<file path="config.mk">
export PLATFORM = sky130hd
export DESIGN_NAME = dmem_arbiter
export DESIGN_NICKNAME = d
export VERILOG_FILES = /design/src/rtl/dmem_arbiter.sv
export SDC_FILE = /design/constraint.sdc
export NUM_CORES = 1
export LEC_CHECK = 0
export ABC_AREA = 1
export CORE_AREA = 2 2 115 117
export DETAILED_ROUTE_END_ITERATION = 16
export DIE_AREA = 0 0 117 119
export GPL_TIMING_DRIVEN = 0
export PLACE_DENSITY = 0.88
export SKIP_CTS_REPAIR_TIMING = 1
export SYNTH_ARGS = -nofsm -noshare
export SYNTH_HDL_FRONTEND = slang
export SYNTH_SLANG_ARGS = --single-unit
</file>
<file path="constraint.sdc">
create_clock -name clk -period 2.1 [get_ports clk]
set_input_delay 0.42 -clock clk [delete_from_list [all_inputs] [get_ports clk]]
set_output_delay 0.42 -clock clk [all_outputs]
set_load 0.01 [all_outputs]
</file>
<file path="src/rtl/dmem_arbiter.sv">
// dmem_arbiter: two-requester round-robin arbiter and sequencer in front of
// the single-port 256-byte data memory. One outstanding command at a time.
// Each command gets a one-cycle memory strobe; read data is captured one
// cycle after the registered memory read.
// Build option: define DMEM_ARB_FIXED_PRIO_EN to make requester 0 always win
// simultaneous requests (no priority pointer). Handshake timing is unchanged.
module dmem_arbiter #(
  parameter int ADDR_LIMIT = 256,
  parameter int ADDR_W     = 32
) (
  input  logic              clk,
  input  logic              rst_n,
  input  logic              req0,
  input  logic              req1,
  input  logic              we0,
  input  logic              we1,
  input  logic [ADDR_W-1:0] addr0,
  input  logic [ADDR_W-1:0] addr1,
  input  logic [31:0]       wdata0,
  input  logic [31:0]       wdata1,
  output logic              gnt0,
  output logic              gnt1,
  output logic              done0,
  output logic              done1,
  output logic              err0,
  output logic              err1,
  output logic [31:0]       rdata,
  output logic              busy,
  output logic [ADDR_W-1:0] mem_addr,
  output logic [31:0]       mem_wdata,
  output logic [1:0]        mem_write,
  output logic [1:0]        mem_read,
  input  logic [31:0]       mem_rdata
);

  // state | meaning
  // IDLE    | sampling req0/req1, no memory strobe
  // ACCESS  | memory strobe presented for this single cycle
  // CAPTURE | registered read data is on mem_rdata, latch it into rdata
  // REJECT  | illegal address, report done+err without touching memory
  typedef enum logic [1:0] {IDLE, ACCESS, CAPTURE, REJECT} state_t;

  localparam logic [ADDR_W-1:0] LAST_WORD = ADDR_W'(ADDR_LIMIT - 4);

  state_t            state;
  logic              id_q;     // 1 = requester 1 owns the current command
  logic              we_q;
  logic              sel;      // winner of this IDLE sample, 1 = requester 1
  logic              cmd_we;
  logic [ADDR_W-1:0] cmd_addr;
  logic [31:0]       cmd_wdata;
  logic              cmd_bad;

`ifndef DMEM_ARB_FIXED_PRIO_EN
  logic prio;                  // 1 = requester 1 holds priority on a tie
`endif

  // Pick the winner among the current requests and decode its command.
  always_comb begin
`ifdef DMEM_ARB_FIXED_PRIO_EN
    sel = ~req0;
`else
    sel = (req0 & req1) ? prio : req1;
`endif
    cmd_we    = sel ? we1 : we0;
    cmd_addr  = sel ? addr1 : addr0;
    cmd_wdata = sel ? wdata1 : wdata0;
    cmd_bad   = (cmd_addr[1:0] != 2'b00) || (cmd_addr > LAST_WORD);
  end

  // Sequencer: all outputs are registered; pulses default low every cycle.
  always_ff @(posedge clk) begin
    if (!rst_n) begin
      state     <= IDLE;
      id_q      <= 1'b0;
      we_q      <= 1'b0;
`ifndef DMEM_ARB_FIXED_PRIO_EN
      prio      <= 1'b0;
`endif
      gnt0      <= 1'b0;
      gnt1      <= 1'b0;
      done0     <= 1'b0;
      done1     <= 1'b0;
      err0      <= 1'b0;
      err1      <= 1'b0;
      rdata     <= '0;
      busy      <= 1'b0;
      mem_addr  <= '0;
      mem_wdata <= '0;
      mem_write <= 2'b00;
      mem_read  <= 2'b00;
    end else begin
      gnt0  <= 1'b0;
      gnt1  <= 1'b0;
      done0 <= 1'b0;
      done1 <= 1'b0;
      err0  <= 1'b0;
      err1  <= 1'b0;
      case (state)
        IDLE: begin
          if (req0 | req1) begin
            gnt0 <= ~sel;
            gnt1 <= sel;
            id_q <= sel;
            we_q <= cmd_we;
            busy <= 1'b1;
`ifndef DMEM_ARB_FIXED_PRIO_EN
            prio <= ~sel;
`endif
            if (cmd_bad) begin
              state <= REJECT;
            end else begin
              state     <= ACCESS;
              mem_addr  <= cmd_addr;
              mem_wdata <= cmd_wdata;
              mem_write <= cmd_we ? 2'b01 : 2'b00;
              mem_read  <= cmd_we ? 2'b00 : 2'b01;
            end
          end
        end
        ACCESS: begin
          mem_write <= 2'b00;
          mem_read  <= 2'b00;
          if (we_q) begin
            done0 <= ~id_q;
            done1 <= id_q;
            busy  <= 1'b0;
            state <= IDLE;
          end else begin
            state <= CAPTURE;
          end
        end
        CAPTURE: begin
          rdata <= mem_rdata;
          done0 <= ~id_q;
          done1 <= id_q;
          busy  <= 1'b0;
          state <= IDLE;
        end
        REJECT: begin
          rdata <= '0;
          done0 <= ~id_q;
          done1 <= id_q;
          err0  <= ~id_q;
          err1  <= id_q;
          busy  <= 1'b0;
          state <= IDLE;
        end
        default: begin
          busy  <= 1'b0;
          state <= IDLE;
        end
      endcase
    end
  end

endmodule

</file>
## Word-level counts from Yosys, hierarchy flattened

Cells that the tools add are included.

- Order comparisons: 1
- Eq/ne operators: 6
- Muxes and demuxes: 24
- Bitwise logic cells: 5
- Reductions and logical operators: 12

Operators with widths:

| operator | number |
|---|---|
| $mux W32 | 2 |
| $pmux W32 S2 | 1 |
| $gt A32 B8 Y1 const B | 1 |
| $mux W2 | 7 |
| $reduce_and A3 Y1 | 3 |
| $mux W1 | 8 |
| $pmux W2 S2 | 2 |
| $ne A2 B2 Y1 const B | 3 |
| $pmux W2 S3 | 1 |
| $reduce_and A2 Y1 | 3 |
| $reduce_bool A2 Y1 | 3 |
| $eq A2 B2 Y1 const B | 2 |
| $pmux W1 S2 | 2 |
| $not A1 Y1 | 3 |
| $pmux W1 S3 | 1 |
| $eq A2 B1 Y1 const B | 1 |
| $logic_not A2 Y1 | 1 |
| $reduce_or A2 Y1 | 1 |
| $and A1 B1 Y1 | 1 |
| $logic_or A1 B1 Y1 | 1 |
| $or A1 B1 Y1 | 1 |

- Flip-flop bits (word level): 112
- Word-level logic and storage cells: 64

## Logic depth before layout (Yosys ltp)

Gate-level depths: netlist of run 1.

- Depth in word-level cells: 8
- Mapped depth: 16
- Depth with buffers taken out: 15

## Worst setup path after synthesis of run 1

No wires, ideal clock.

- Path kind: input to register
- Start: in req0
- End: reg mem_wdata[13]
- Arrival time: 1.689 ns
- Path slack: 0.295 ns
- Stages on the path: 14
- Buffers on the path: 3
- Path through: nand2_2 > nand2_4 > inv_2 > buf_2 > nand2_1 > nand2_1 > nor2_1 > nand3_1 > nor2_1 > nand3b_1 > buf_2 > buf_2 > nor2_1 > nor2_1

- Cells in the longest elaborated chain, start to end: 7
- Elaborated cells between the ends (all ways): 10
- Classes of those cells: order compare (1); mux (3); bitwise (3); reduce/logical (3)

Ends and longest elaborated chain:

| element | RTL line | text |
|---|---|---|
| start, declared | 13 | `input logic req0,` |
| $and A1 B1 Y1 | 63 | `sel = (req0 & req1) ? prio : req1;` |
| $mux W1 | 63 |  |
| $mux W32 | 66 | `cmd_addr = sel ? addr1 : addr0;` |
| $gt A32 B8 Y1 / $reduce_bool A2 Y1 (equally long branches) | 68 | `cmd_bad = (cmd_addr[1:0] != 2'b00) \|\| (cmd_addr > LAST_WORD);` |
| $logic_or A1 B1 Y1 | 68 |  |
| $not A1 Y1 (no source line) | -- |  |
| $reduce_and A3 Y1 (no source line) | -- |  |
| end signal, assigned | 115 | `mem_wdata <= cmd_wdata;` |
| end, declared | 30 | `output logic [31:0] mem_wdata,` |

Parallel ways exist; a longest one is shown, timed or not.
A chain may end at the register's enable or synchronous reset.

## Worst setup path in the final report of run 1

- Start: reg prio
- End: reg mem_addr[4]

- Cells in the longest elaborated chain, start to end: 6
- Elaborated cells between the ends (all ways): 7
- Classes of those cells: order compare (1); mux (2); bitwise (1); reduce/logical (3)

Ends and longest elaborated chain:

| element | RTL line | text |
|---|---|---|
| start, declared | 55 | `logic prio;` |
| start signal, assigned | 108 | `prio <= ~sel;` |
| $mux W1 (*) | 63 |  |
| $mux W32 (*) | 66 |  |
| $gt A32 B8 Y1 / $reduce_bool A2 Y1 (equally long branches) | 68 |  |
| $logic_or A1 B1 Y1 | 68 |  |
| $not A1 Y1 (no source line) | -- |  |
| $reduce_and A3 Y1 (no source line) | -- |  |
| end signal, assigned | 114 | `mem_addr <= cmd_addr;` |
| end, declared | 29 | `output logic [ADDR_W-1:0] mem_addr,` |

Every way passes the cells marked *; elsewhere a longest branch is shown, timed or not.

==> impl_metrics.yaml, run 1 <==
cts:
  cts.htree.levels: 3
  tritoncts: "done"
  ctsRootBufferMaster: "sky130_fd_sc_hd__clkbuf_16"
  maximum_buffer_depth_of_the_clock_tree: 2
  cts.sink_count: 110
  clk-insertion-delay-late_ps: 360
  clkTransAtPathRegs_ps: 70
  cts_buffers: 9
pwr:
  clkPwrFrac_pct: 35.4
  total_power_w: 0.00519
  power.ir.vdd_worst_mv: 0.445
  combPwrFrac_pct: 21.8
  power.static_leakage_nw: 3.72
  power_per_cell_area_mw_per_mm2: 636
  p_sw_w: 0.00143
  seqPwrFrac_pct: 42.9
  power_report.internal_total_w: 0.00376
  switching_share_of_power_pct: 27.5
sta:
  setup_ws_ps: -39.3
  maxSlewHeadroom_pct: 41.4
  tightestPinTransition_ps: 879
  final.setup_skew_ps: 7.01
  setup_viol_count_final: 23
  period_minus_slack_ps: 2140
  maxSlewViolCount: 0
  fin_hold_ws_ps: 447
  final_min_period_over_clock_period_pct: 102
  fmaxAchievable_mhz: 467
  timing.setup.tns_ps: -322
  hold_violations: 0
  rsz0062_at_grt: "yes"
placement:
  place_congestion: 0.865
  portBuffers: 269
  hpwl_mm: 12.0
  postPlaceCellArea_mm2: 0.00767
cells_and_area:
  num-fill-cells: 1113
  finalCoreUtilization_pct: 63.4
  final_nets: 1150
  antenna-diode-count: 0
  area_delta_synth_final_pct: 71.8
  final_layout_size_suffix_gt1_share_pct: 6.37
  final_cell_area_mm2: 0.00816
setup_path:
  required_ps: 2330
  critical_path_arrival_ps: 2370
  path_depth_of_the_worst_reg2reg_path: 16
  setup.worst_path.start_class: "register"
  ff2ff_setup_slack_ps: -40
  regToRegStartpoint: "prio$_SDFFE_PN0P_"
  timing.setup.critical_path_class: "register to register"
  crit_path_max_fanout: 9
  endpoint_kind: "register"
  crit-reg2reg-capture: "mem_addr[4]$_SDFFE_PN0P_"
floorplanning:
  dieHeight_um: 119
  boundaryPins: 273
  die_x_um: 117
  die-area_mm2: 0.0139
  core_region_area_mm2: 0.0129
  initial_core_util_pct: 36.9
  num_rows: 42
logic_synthesis:
  postSynth.topFlopCell: "sky130_fd_sc_hd__dfxtp_1"
  synth.lib_cells_used.distinct: 24
  ys_ff_latch: 110
  async_reset_ff_share_pct: 0
  syn_avg_cell_area_um2: 6.82
  synthesis.instances: 697
  number_of_enable_type_register_cells_in_the_synthesized_netlist: 0
  synth_warnings: 0
  synth_sequential_area_ratio_pct: 46.3
  synth_area_mm2: 0.00475
worst_hold_path:
  timing.hold.worst.class: "register to register"
  min_delay_path_depth: 1
  holdCritStartpoint: "id_q$_SDFFE_PN0P_"
  hold_path_end: "done0$_SDFF_PN0_"
outcome:
  failed_checks: "setup timing"
  outcome: "finished, violations left"
flow_run:
  drv_cap: 0
drt:
  dr.pass1.iters: 4
  post_drt_via_cell_ratio: 4.56
  drt-wirelength-per-cell_um: 13.8
  drt_drc_violations_left: 0
  num_vias: 5314
  postRouteAntennaNets: 0
  drt_iter0_drc: 180
  wl_mm: 16.1
global_routing:
  first_global_vias: 5077
  gr-total-overflow: 0
  grt_start_max_net_pins: 21
  grt_first_pass_wirelength_mm: 24.5
  grt_util_all_layers_pct: 22.3
  grt_antenna_before_repair: 0
placed cells by master, fill, tap and decap left out, types with 2 or more instances in the layout:
cell type / instances
sky130_fd_sc_hd__nor3_1: 2
sky130_fd_sc_hd__o21ai_1: 13
sky130_fd_sc_hd__buf_1: 7
sky130_fd_sc_hd__buf_2: 3
sky130_fd_sc_hd__a21oi_1: 39
sky130_fd_sc_hd__nand3b_1: 16
sky130_fd_sc_hd__o22ai_1: 3
sky130_fd_sc_hd__conb_1: 2
sky130_fd_sc_hd__dlymetal6s2s_1: 2
sky130_fd_sc_hd__buf_8: 4
sky130_fd_sc_hd__inv_2: 3
sky130_fd_sc_hd__nand3_1: 35
sky130_fd_sc_hd__dfxtp_1: 109
sky130_fd_sc_hd__mux2i_1: 7
sky130_fd_sc_hd__o21ai_0: 20
sky130_fd_sc_hd__buf_4: 11
sky130_fd_sc_hd__inv_1: 54
sky130_fd_sc_hd__nor2_2: 6
sky130_fd_sc_hd__clkbuf_16: 9
sky130_fd_sc_hd__a21oi_2: 2
sky130_fd_sc_hd__nand2_1: 250
sky130_fd_sc_hd__clkbuf_1: 17
sky130_fd_sc_hd__nor2_1: 81
sky130_fd_sc_hd__inv_6: 3
sky130_fd_sc_hd__clkdlybuf4s50_1: 267
sky130_fd_sc_hd__nand2_2: 4
sky130_fd_sc_hd__buf_12: 2
sky130_fd_sc_hd__buf_6: 6
power groups by stage:
| stage | registers, W | clock network (W) | logic (W) |
|---|---|---|---|
| global route | 0.00223 | 0.00195 | 0.00124 |
| finish | 0.00223 | 0.00183 | 0.00113 |
| detailed placement | 0.00227 | 0 | 0.00109 |
| global placement | 0.00227 | 0 | 0.00108 |
| floorplan | 0.00230 | 0 | 0.000463 |
| CTS | 0.00222 | 0.00187 | 0.00110 |
worst max-delay path by stage:
stage,startpoint,endpoint
after floorplan,req0,mem_wdata[13]$_SDFFE_PN0P_
after global placement,req1,mem_wdata[3]$_SDFFE_PN0P_
after detailed placement,req0,mem_wdata[3]$_SDFFE_PN0P_
after CTS,req0,mem_wdata[3]$_SDFFE_PN0P_
after global routing,prio$_SDFFE_PN0P_,mem_addr[4]$_SDFFE_PN0P_
final,prio$_SDFFE_PN0P_,mem_addr[4]$_SDFFE_PN0P_
synthesized netlist by cell type, types with 7 or more instances:
master / number / area (um^2)
sky130_fd_sc_hd__mux2i_1: 7 / 70.1
sky130_fd_sc_hd__buf_4: 7 / 52.6
sky130_fd_sc_hd__a21oi_1: 39 / 195
sky130_fd_sc_hd__buf_1: 7 / 26.3
sky130_fd_sc_hd__buf_2: 8 / 40.0
sky130_fd_sc_hd__nor2_1: 87 / 327
sky130_fd_sc_hd__nand3b_1: 16 / 120
sky130_fd_sc_hd__nand3_1: 35 / 175
sky130_fd_sc_hd__clkbuf_1: 18 / 67.6
sky130_fd_sc_hd__dfxtp_1: 110 / 2200
sky130_fd_sc_hd__inv_1: 54 / 203
sky130_fd_sc_hd__nand2_1: 254 / 953
sky130_fd_sc_hd__o21ai_1: 14 / 70.1
sky130_fd_sc_hd__o21ai_0: 20 / 100
state kept, by name, summed over array words and instances (netlist names), 2 cells and up:
register   count
mem_wdata     32
mem_addr      32
rdata         32
state          2
metal layers:
metal  global-route usage, %  routed length [um]  up-vias  share of wire, %
li1                        -                   -     2720                 -
met1                    25.2                6490     2369                40
met2                    38.7                7880      199                49
met3                    6.87                1330       26               8.3
met4                    8.90                 361        0               2.2
met5                       0                   0        -                 0
final cells by class:
| type | instances | area [um^2] | area share, % |
|---|---|---|---|
| multi-input combinational | 484 | 2130 | 26.1 |
| timing repair buffer | 276 | 2770 | 33.9 |
| sequential | 110 | 2200 | 27.0 |
| tap | 176 | 220 | 2.70 |
| inverter | 59 | 224 | 2.74 |
| buffer | 44 | 290 | 3.56 |
| clock buffer | 10 | 239 | 2.93 |
| clock inverter | 6 | 83.8 | 1.03 |
critical path, stage by stage, from the launching register on:
cell                       delay (ps)
sky130_fd_sc_hd__dfxtp_2          320
sky130_fd_sc_hd__inv_2             60
sky130_fd_sc_hd__nand2_4           80
sky130_fd_sc_hd__nand2_8          100
sky130_fd_sc_hd__inv_4             40
sky130_fd_sc_hd__buf_8            130
sky130_fd_sc_hd__nand2_2           70
sky130_fd_sc_hd__nand2_1           50
sky130_fd_sc_hd__nor2_1            90
sky130_fd_sc_hd__nand3_1          140
sky130_fd_sc_hd__nor2_2           150
sky130_fd_sc_hd__nand3b_1         220
sky130_fd_sc_hd__inv_2            140
sky130_fd_sc_hd__buf_8            120
sky130_fd_sc_hd__buf_12           120
sky130_fd_sc_hd__buf_12           110
sky130_fd_sc_hd__a21oi_1           60
per-stage QoR:
stage | instances | setup slack, ps
2_1_floorplan | 698 | 295
3_3_place_gp | 1143 | -743
3_5_place_dp | 1143 | -791
4_1_cts | 1159 | -420
5_1_grt | 1165 | -174
6_report | 1165 | -39.3
cells by family (layout without fill, tap and decap cells):
group | count (synthesis) | after routing | share of synthesized area (%)
and+or+nand+nor | 396 | 396 | 33.7
other | 1 | 2 | 0.0789
AOI/OAI and AO/OA | 79 | 79 | 8.61
buffers and inverters | 104 | 395 | 9.77
DFF | 110 | 110 | 46.3
muxes | 7 | 7 | 1.47
No activity file was read; power rests on OpenSTA's default activity.
==> run 2, diff against run 1 <==
- SLEW_MARGIN: unset -> 20
==> results of run 2 <==
The final DEF is identical to that of run 1; final timing and power are the same.
